$ cat src/rtl/accel_core_pkg.sv
// Shared definitions for the accelerator core: register window base,
// sequencer state encoding and phase-length helpers.
package accel_core_pkg;

   // Base of the accelerator register window and the START_ACCEL offset
   localparam logic [31:0] MMAP_ADDR        = 32'h4000_0000;
   localparam logic [31:0] START_ACCEL_OFFS = 32'h0000_0000;

   // Sequencer states
   typedef enum logic [2:0] {
      S_IDLE,
      S_CHECK,
      S_PRE,
      S_DRAIN,
      S_POST,
      S_FIN
   } seq_state_t;

   // A phase covers end - start + 1 words, which needs one bit more than an address
   localparam int unsigned PHASE_LEN_W = 33;
   typedef logic [PHASE_LEN_W-1:0] phase_len_t;

   // Number of requests an inclusive [first, last] range produces (first <= last)
   function automatic phase_len_t phase_len(input logic [31:0] first,
                                            input logic [31:0] last);
      return {1'b0, last} - {1'b0, first} + 33'd1;
   endfunction

endpackage

$ cat src/rtl/accel_addr_gen.sv
// Address generator for one transfer phase: walks an inclusive word-address
// range, holds the address stable under backpressure and flags the final
// transfer. Termination is by equality with the end address, so a range that
// ends at all-ones finishes without wrapping.
module accel_addr_gen
   import accel_core_pkg::*;
#(
   parameter int ADDR_W = 32
) (
   input  logic              clk,
   input  logic              rst,
   input  logic              load,
   input  logic [ADDR_W-1:0] start_addr,
   input  logic [ADDR_W-1:0] end_addr,
   input  logic              stall,
   input  logic              ready,
   output logic              valid,
   output logic [ADDR_W-1:0] addr,
   output logic              last
);

   logic run;
   logic xfer;

   assign xfer = valid && ready;
   assign last = xfer && (addr == end_addr);

   // Pointer and registered valid; valid follows !stall one cycle late
   always_ff @(posedge clk) begin
      // NOTE: state is updated with non-blocking assignments so every register
      // samples pre-edge values and simulation matches the synthesized flops.
      if (rst) begin
         run   <= 1'b0;
         valid <= 1'b0;
         addr  <= '0;
      end else if (load) begin
         run   <= 1'b1;
         valid <= !stall;
         addr  <= start_addr;
      end else if (last) begin
         run   <= 1'b0;
         valid <= 1'b0;
      end else begin
         if (xfer) begin
            addr <= addr + 1'b1;
         end
         valid <= run && !stall;
      end
   end

endmodule

$ cat src/rtl/accel_seq_ctrl.sv
// Accelerator sequencer: on START_ACCEL it latches the preprocess and
// postprocess ranges, validates them, issues one fetch request per preprocess
// word, waits for the input buffer to drain, then issues one writeback request
// per postprocess word and pulses done.
module accel_seq_ctrl
   import accel_core_pkg::*;
#(
   parameter int ADDR_W = 32
) (
   input  logic              clk,
   input  logic              rst,
   input  logic              start,
   input  logic [ADDR_W-1:0] pre_start_addr,
   input  logic [ADDR_W-1:0] pre_end_addr,
   input  logic [ADDR_W-1:0] post_start_addr,
   input  logic [ADDR_W-1:0] post_end_addr,
   input  logic              input_buff_full,
   input  logic              input_buff_empty,
   input  logic              output_buff_full,
   input  logic              output_buff_empty,
   output logic              rd_valid,
   output logic [ADDR_W-1:0] rd_addr,
   input  logic              rd_ready,
   output logic              wr_valid,
   output logic [ADDR_W-1:0] wr_addr,
   input  logic              wr_ready,
   output logic              busy,
   output logic              done,
   output logic              err
);

   seq_state_t        state;
   logic [ADDR_W-1:0] pre_start_lat;
   logic [ADDR_W-1:0] pre_end_lat;
   logic [ADDR_W-1:0] post_start_lat;
   logic [ADDR_W-1:0] post_end_lat;
   logic              range_ok;
   logic              rd_load;
   logic              wr_load;
   logic              rd_last;
   logic              wr_last;
   logic              unused;

   // The full flag of the output buffer is part of the status bundle but
   // does not gate sequencing; writeback only cares whether data is present.
   assign unused = output_buff_full;

   assign range_ok = (pre_end_lat >= pre_start_lat) && (post_end_lat >= post_start_lat);
   assign rd_load  = (state == S_CHECK) && range_ok;
   assign wr_load  = (state == S_DRAIN) && input_buff_empty;

   // Sequencer FSM with registered busy/done/err and the latched ranges
   always_ff @(posedge clk) begin
      if (rst) begin
         state          <= S_IDLE;
         busy           <= 1'b0;
         done           <= 1'b0;
         err            <= 1'b0;
         pre_start_lat  <= '0;
         pre_end_lat    <= '0;
         post_start_lat <= '0;
         post_end_lat   <= '0;
      end else begin
         done <= 1'b0;
         err  <= 1'b0;
         unique case (state)
            S_IDLE: begin
               if (start) begin
                  pre_start_lat  <= pre_start_addr;
                  pre_end_lat    <= pre_end_addr;
                  post_start_lat <= post_start_addr;
                  post_end_lat   <= post_end_addr;
                  busy           <= 1'b1;
                  state          <= S_CHECK;
               end
            end
            S_CHECK: begin
               if (range_ok) begin
                  state <= S_PRE;
               end else begin
                  err   <= 1'b1;
                  busy  <= 1'b0;
                  state <= S_IDLE;
               end
            end
            S_PRE: begin
               if (rd_last) begin
                  state <= S_DRAIN;
               end
            end
            S_DRAIN: begin
               if (input_buff_empty) begin
                  state <= S_POST;
               end
            end
            S_POST: begin
               if (wr_last) begin
                  done  <= 1'b1;
                  state <= S_FIN;
               end
            end
            S_FIN: begin
               busy  <= 1'b0;
               state <= S_IDLE;
            end
            default: begin
               busy  <= 1'b0;
               state <= S_IDLE;
            end
         endcase
      end
   end

   accel_addr_gen #(.ADDR_W(ADDR_W)) u_rd_gen (
      .clk        (clk),
      .rst        (rst),
      .load       (rd_load),
      .start_addr (pre_start_lat),
      .end_addr   (pre_end_lat),
      .stall      (input_buff_full),
      .ready      (rd_ready),
      .valid      (rd_valid),
      .addr       (rd_addr),
      .last       (rd_last)
   );

   accel_addr_gen #(.ADDR_W(ADDR_W)) u_wr_gen (
      .clk        (clk),
      .rst        (rst),
      .load       (wr_load),
      .start_addr (post_start_lat),
      .end_addr   (post_end_lat),
      .stall      (output_buff_empty),
      .ready      (wr_ready),
      .valid      (wr_valid),
      .addr       (wr_addr),
      .last       (wr_last)
   );

endmodule

$ cat config.mk
export PLATFORM = sky130hd
export DESIGN_NAME = accel_seq_ctrl
export DESIGN_NICKNAME = d
export VERILOG_FILES = /design/src/rtl/accel_core_pkg.sv /design/src/rtl/accel_addr_gen.sv /design/src/rtl/accel_seq_ctrl.sv
export SDC_FILE = /design/constraint.sdc
export NUM_CORES = 1
export LEC_CHECK = 0
export ABC_AREA = 1
export CORE_MARGIN = 2
export CORE_UTILIZATION = 54
export DETAILED_ROUTE_END_ITERATION = 16
export PLACE_DENSITY_LB_ADDON = 0.12
export SLEW_MARGIN = 10
export SYNTH_ARGS = -nofsm -noshare
export SYNTH_HDL_FRONTEND = slang
export SYNTH_SLANG_ARGS = --single-unit
$ cat constraint.sdc
create_clock -name clk -period 2.4 [get_ports clk]
set_input_delay 0.36 -clock clk [delete_from_list [all_inputs] [get_ports clk]]
set_output_delay 0.36 -clock clk [all_outputs]
set_load 0.05 [all_outputs]
# Word-level counts from Yosys, hierarchy flattened

Index checks and enable logic that the tools add are counted.

Bits in registers: 202
Output and inout bits: 69
Word-level logic and storage cells: 83

Add/sub/neg operators: 2
Magnitude comparators: 2
Eq/ne operators: 13
Muxes and demuxes: 25
Bitwise gates (word level): 3
Reductions and logical operators: 24

Operator list:

| cell                    | count |
|---|---|
| $mux W32                | 6 |
| $add A32 B1 Y32 const B | 2 |
| $eq A32 B32 Y1          | 2 |
| $ge A32 B32 Y1          | 2 |
| $pmux W3 S5             | 1 |
| $mux W1                 | 12 |
| $mux W3                 | 4 |
| $ne A2 B2 Y1 const B    | 5 |
| $logic_and A1 B1 Y1     | 9 |
| $reduce_bool A2 Y1      | 4 |
| $eq A3 B2 Y1 const B    | 2 |
| $reduce_and A2 Y1       | 3 |
| $ne A2 B1 Y1 const B    | 2 |
| $reduce_and A4 Y1       | 1 |
| $reduce_or A2 Y1        | 2 |
| $eq A3 B1 Y1 const B    | 1 |
| $eq A3 B3 Y1 const B    | 1 |
| $logic_not A3 Y1        | 1 |
| $not A1 Y1              | 3 |
| $pmux W1 S3             | 1 |
| $reduce_and A3 Y1       | 1 |
| $reduce_or A3 Y1        | 1 |
| $logic_not A1 Y1        | 2 |
| $mux W2                 | 1 |

# Logic depth before layout (Yosys ltp)

Word-level depth: 5
Mapped depth: 20

# Cells and area by module

From an unflattened synthesis, not the netlist that was laid out.

Cells, all modules: 1808
Area total of the unflattened synthesis: 12031.5 um^2

Modules (own cells, without submodules):

| module         | instances | cells each | area each (um^2) | sequential area each (um^2) |
|---|---|---|---|---|
| accel_seq_ctrl | 1         | 818        | 6296.0           | 2682.6 |
| accel_addr_gen | 2         | 495        | 2867.8           | 680.7 |

# Worst setup path before layout

No wires, ideal clock.

Kind: reg-to-reg
From: reg u_wr_gen.addr[0]
To: reg u_wr_gen.addr[30]
Library setup time: 0.131 ns
Arrival time: 2.030 ns
Required time: 2.269 ns
Path slack: 0.239 ns
Stages on the path, launching flop included: 14
Period minus slack after synthesis: 2.161 ns
Cells stage by stage: dfxtp_1 > ha_1 > nand2_2 > nor2_4 > nand2_4 > nor2_4 > and2_4 > nand3_2 > nor2_1 > nand2_1 > nand3_1 > nand2_1 > nand2_1 > a21oi_2

Word-level cells in the longest chain between the ends: 4

RTL lines:

| item                                              | line                                       | text |
|---|---|---|
| start, declared                                   | accel_addr_gen.sv:18                       | `output logic [ADDR_W-1:0] addr,` |
| start signal, assigned                            | accel_addr_gen.sv:39                       | `addr <= start_addr;` |
| start signal, assigned                            | accel_addr_gen.sv:45                       | `addr <= addr + 1'b1;` |
| $add A32 B1 Y32 or $eq A32 B32 Y1 (tied branches) | accel_addr_gen.sv:45, accel_addr_gen.sv:26 |  |
| $mux W32 or $logic_and A1 B1 Y1 (tied branches)   | accel_addr_gen.sv:44, accel_addr_gen.sv:26 |  |
| $mux W32 or $ne A2 B1 Y1 (tied branches)          | --                                         |  |
| $mux W32 or $reduce_and A2 Y1 (tied branches)     | --                                         |  |

Parallel ways exist; a longest one is shown, timed or not. The select of a mux whose other input is x is not followed.
A chain may end at the register's enable or synchronous reset.

# Worst setup path in the final report

From: reg pre_start_lat[23]
To: reg u_rd_gen.addr[29]

Word-level cells in the longest chain between the ends: 5

RTL lines:

| item                                                         | line                 | text |
|---|---|---|
| start, declared                                              | accel_seq_ctrl.sv:33 | `logic [ADDR_W-1:0] pre_start_lat;` |
| start signal, assigned                                       | accel_seq_ctrl.sv:69 | `pre_start_lat <= pre_start_addr;` |
| $ge A32 B32 Y1 (*)                                           | accel_seq_ctrl.sv:48 | `assign range_ok = (pre_end_lat >= pre_start_lat) && (post_end_lat >= post_start_lat);` |
| $logic_and A1 B1 Y1 (*)                                      | accel_seq_ctrl.sv:48 |  |
| $logic_and A1 B1 Y1 (*)                                      | accel_seq_ctrl.sv:49 | `assign rd_load = (state == S_CHECK) && range_ok;` |
| $ne A2 B2 Y1 (no line) or $reduce_bool A2 Y1 (tied branches) | --                   |  |
| $reduce_and A2 Y1 (no line)                                  | --                   |  |
| end signal, assigned                                         | accel_addr_gen.sv:39 |  |
| end signal, assigned                                         | accel_addr_gen.sv:45 |  |
| end, declared                                                | accel_addr_gen.sv:18 |  |

Every way passes the cells marked *; elsewhere a longest branch is shown, timed or not.

==> metrics.log <==
INFO  metric design.portCount = 206
INFO  metric global_placement_routability_congestion = a little under 1
INFO  metric drt-wirelength-per-cell = around 17 µm
INFO  metric finalWorstSetupSlack = 0.0624 ns
INFO  metric critPathMostFrequentCell = nor2_1
INFO  metric antenna_found_initial = 0
INFO  metric maxSlewHeadroom = 61.2%
INFO  metric placement.setup.worst_slack = 0.0683 ns
INFO  metric syn-cell-area = 0.0122 mm²
INFO  metric tritoncts = done
INFO  metric drt_pass1_iterations = 7
INFO  metric core_area = ~0.022 mm²
INFO  metric gr-usage-met2 = a little under half
INFO  metric cts.hold.buffers_added = 0
INFO  metric finalNetCount = 2251
INFO  metric hold_class = in2reg
INFO  metric placementRows = 55
INFO  metric cp_data_arrival_time = 2.80 ns
INFO  metric synth_seq_cells = 202
INFO  metric clock_sink_count = between 200 and 250
INFO  metric synth_top_cells_by_area = dfxtp_1 (33%), nand2_1 (14%), a21oi_1 (7.9%)
INFO  metric netlist.area_leader.share = 33.1%
INFO  metric detail_route.iter0.violations = 1145
INFO  metric timing_hold_violations_final = 0
INFO  metric tritoncts.num_buffers = 24
INFO  metric worst_clock_skew = 0.0117 ns
INFO  metric cts.htree.levels = 1
INFO  metric report.final.setup_viol = 0
INFO  metric synthesis.area_per_instance = 6.57 µm²
INFO  metric first_pass_grt_wire_length = 60.1 mm
INFO  metric post_dp_cell_area = 0.0146 mm²
INFO  metric seq_area_frac_synth = 33.1%
INFO  metric layout.core_utilization = 70.7%
INFO  metric finalWirelength = 38.8 mm
INFO  metric area_growth_syn_to_layout = 29.7%
INFO  metric run_status = finished clean
INFO  metric die-width = 154 µm
INFO  metric final_min_period_over_clock_period = between 90% and 100%
INFO  metric p_leak = between 0.006 and 0.007 µW
INFO  metric detail_route.drc_violations = 0
INFO  metric required = 2.86 ns
INFO  metric vdd_drop_max = 0.531 mV
INFO  metric grt_max_degree = between 100 and 150
INFO  metric maxSlewViolCount = 0
INFO  metric tns = 0 ns
INFO  metric synth_cells = roughly 1900
INFO  metric post_layout_nonfiller_instances = between 2000 and 2500
INFO  metric grt_util_met3 = 4.68%
INFO  metric use_met1 = around 46%
INFO  metric combPwrFrac = 37.9%
INFO  metric timing.setup.critical_path_class = reg2reg
INFO  metric fp.dieArea = between 0.02 and 0.025 mm²
INFO  metric synthesis.nets = 2064
INFO  metric clkPwrFrac = 29.1%
INFO  metric worstMarginPinSlew = approximately 0.58 ns
INFO  metric first_global_vias = between 10000 and 15000
INFO  metric critPathMaxStageDelay = 0.34 ns
INFO  metric power.internal = 8200 µW
INFO  metric die_height = around 150 µm
INFO  metric grt_setup_unrepaired = true
INFO  metric seqPwrFrac = 33.0%
INFO  metric path_clk_slew = roughly 0.06 ns
INFO  metric route.detailed.vias_per_inst = 5.44
INFO  metric synth_top_cell_by_area = dfxtp_1
INFO  metric ys_types = 41
INFO  metric cts_max_path_buffers = 3
INFO  metric post-route-cell-area = roughly 0.016 mm²
INFO  metric critical-path-slowest-cell = dfxtp_1
INFO  metric ys.warnings.count = 0
INFO  metric routed-via-count = 12787
INFO  metric n_antenna_cell = 0
INFO  metric initial_utilization = 54.5%
INFO  metric timing.critical_path.fanout_max = 15
INFO  metric power.density_cell_area = 836 mW/mm²
INFO  metric global_route.usage.total = 31.1%
INFO  metric post_route_ant_nets = 0
INFO  metric endpoint_kind = register
INFO  metric final_layout_size_suffix_gt1_share = 8.96%
INFO  metric portBuffers = 204
INFO  metric grt-busiest-layer = met2
INFO  metric instance_count_after_placement_with_tap_cells_included = between 2000 and 2500
INFO  metric power.switching = between 5000 and 6000 µW
INFO  metric insertion_delay = roughly 0.53 ns
INFO  metric cap_viol_max_count = 0
INFO  metric grt-ovfl-total = 0
INFO  metric power.switching_fraction = 38.2%
INFO  metric period_needed = between 2 and 2.5 ns
INFO  metric max_freq = 428 MHz
INFO  metric post_dp_hpwl = 28.1 mm
INFO  metric worst_setup_path_start_kind = register
INFO  metric cts_root_cell = clkbuf_16
INFO  metric crit_path_cell_trace = inv_1 -> ha_1 -> a21oi_1 -> o21a_1 -> nand2_1 -> a21oi_1 -> nand2_4 -> nand3_4 -> nand2_8 -> clkbuf_16 -> nor2_1 -> nor2_1 -> nor2_1
path summary, 6_finish.rpt:
check / from / to / slack [ns] / cells after the start
hold / removal: rst / busy / 0.19 / 4
setup reg to reg: pre_start_lat[23] / u_rd_gen.addr[29] / 0.06 / 13
setup / recovery: pre_start_lat[23] / u_rd_gen.addr[29] / 0.06 / 13
hold reg to reg: pre_start_lat[1] / pre_start_lat[1] / 0.47 / 2
layout make-up:
type | count | area (µm²)
multi-input combinational | 1351 | 7200
fill | 1917 | 6580
sequential | 202 | 4050
timing repair buffer | 248 | 2580
inverter | 221 | 835
clock buffer | 32 | 661
tap | 285 | 357
clock inverter | 10 | 168
registers in the layout, indices dropped and copies added (netlist names), 3 cells and up:
name,count
post_end_lat,32
post_start_lat,32
pre_end_lat,32
pre_start_lat,32
state,3
u_rd_gen.addr,32
u_wr_gen.addr,32
synthesized netlist by cell type, drive strengths merged:
library cell,count
buf,28
a21oi,194
inv,219
nand3,66
nor4,2
xnor2,36
o21a,3
nand3b,1
nand2,472
clkbuf,59
or2,2
nor3,35
ha,66
nor2,229
dfxtp,202
and2,1
nand4,58
o21bai,1
a211oi,1
clkinv,2
nor3b,1
o21ai,131
and3,1
xor2,49
a21o,2
per-stage QoR:
| step | hold slack (ns) | power (µW) |
|---|---|---|
| after floorplan | 0.431 | 7320 |
| after global placement | 0.463 | 8820 |
| after detailed placement | 0.470 | 8940 |
| after CTS | 0.184 | 12800 |
| after global routing | 0.188 | 14000 |
| final | 0.192 | 13300 |
cells in the final DEF, fill, tap and decap left out, types with 2 or more instances in the layout:
master and count:
a21o_1 2, a21oi_1 192, a21oi_2 2, buf_12 10, buf_4 28, buf_8 2
bufinv_16 4, clkbuf_1 5, clkbuf_16 28, clkbuf_8 3, clkdlybuf4s50_1 203, clkinv_2 3
dfxtp_1 194, dfxtp_2 8, ha_1 59, ha_4 7, inv_1 201, inv_2 18
nand2_1 454, nand2_2 13, nand2_4 4, nand3_1 62, nand3_2 3, nand4_1 58
nor2_1 199, nor2_2 21, nor2_4 9, nor3_1 24, nor3_2 9, nor3_4 2
o21a_1 3, o21ai_0 120, o21ai_1 11, or2_2 2, xnor2_1 36, xor2_1 49
worst max-delay path, delay by kind of cell, from the launching register on:
kind	cells	cell delay, ns
and+or+nand+nor	7	0.73
AOI/OAI and AO/OA	3	0.61
DFF	1	0.34
adders and majority gates	1	0.33
buffers and inverters	2	0.25
timing repair:
item,CTS,global route
setup buffers,0,4
resized for setup,0,73
setup endpoints to repair,0,64
power by group through the flow:
stage	logic [µW]	registers [µW]	clock network, µW
after CTS	4580	4330	3890
after global placement	4430	4380	0
after global routing	5580	4430	4020
final	5020	4380	3860
after detailed placement	4540	4400	0
after floorplan	2940	4390	0
layer usage:
layer | up-vias | wire [µm]
li1 | 6354 | -
met1 | 5883 | 17900
met2 | 487 | 16900
met3 | 63 | 3130
met4 | 0 | 910
met5 | - | 0
cells by family after synthesis:
family / after synthesis / share of synthesized area, %
and+or+nand+nor: 868 / 30.3
xor gates and xnor gates: 85 / 6.09
AOI/OAI and AO/OA: 332 / 13.8
buffers and inverters: 308 / 10.0
DFF: 202 / 33.1
adders and majority gates: 66 / 6.75
Power figures use the tool's default switching activity.
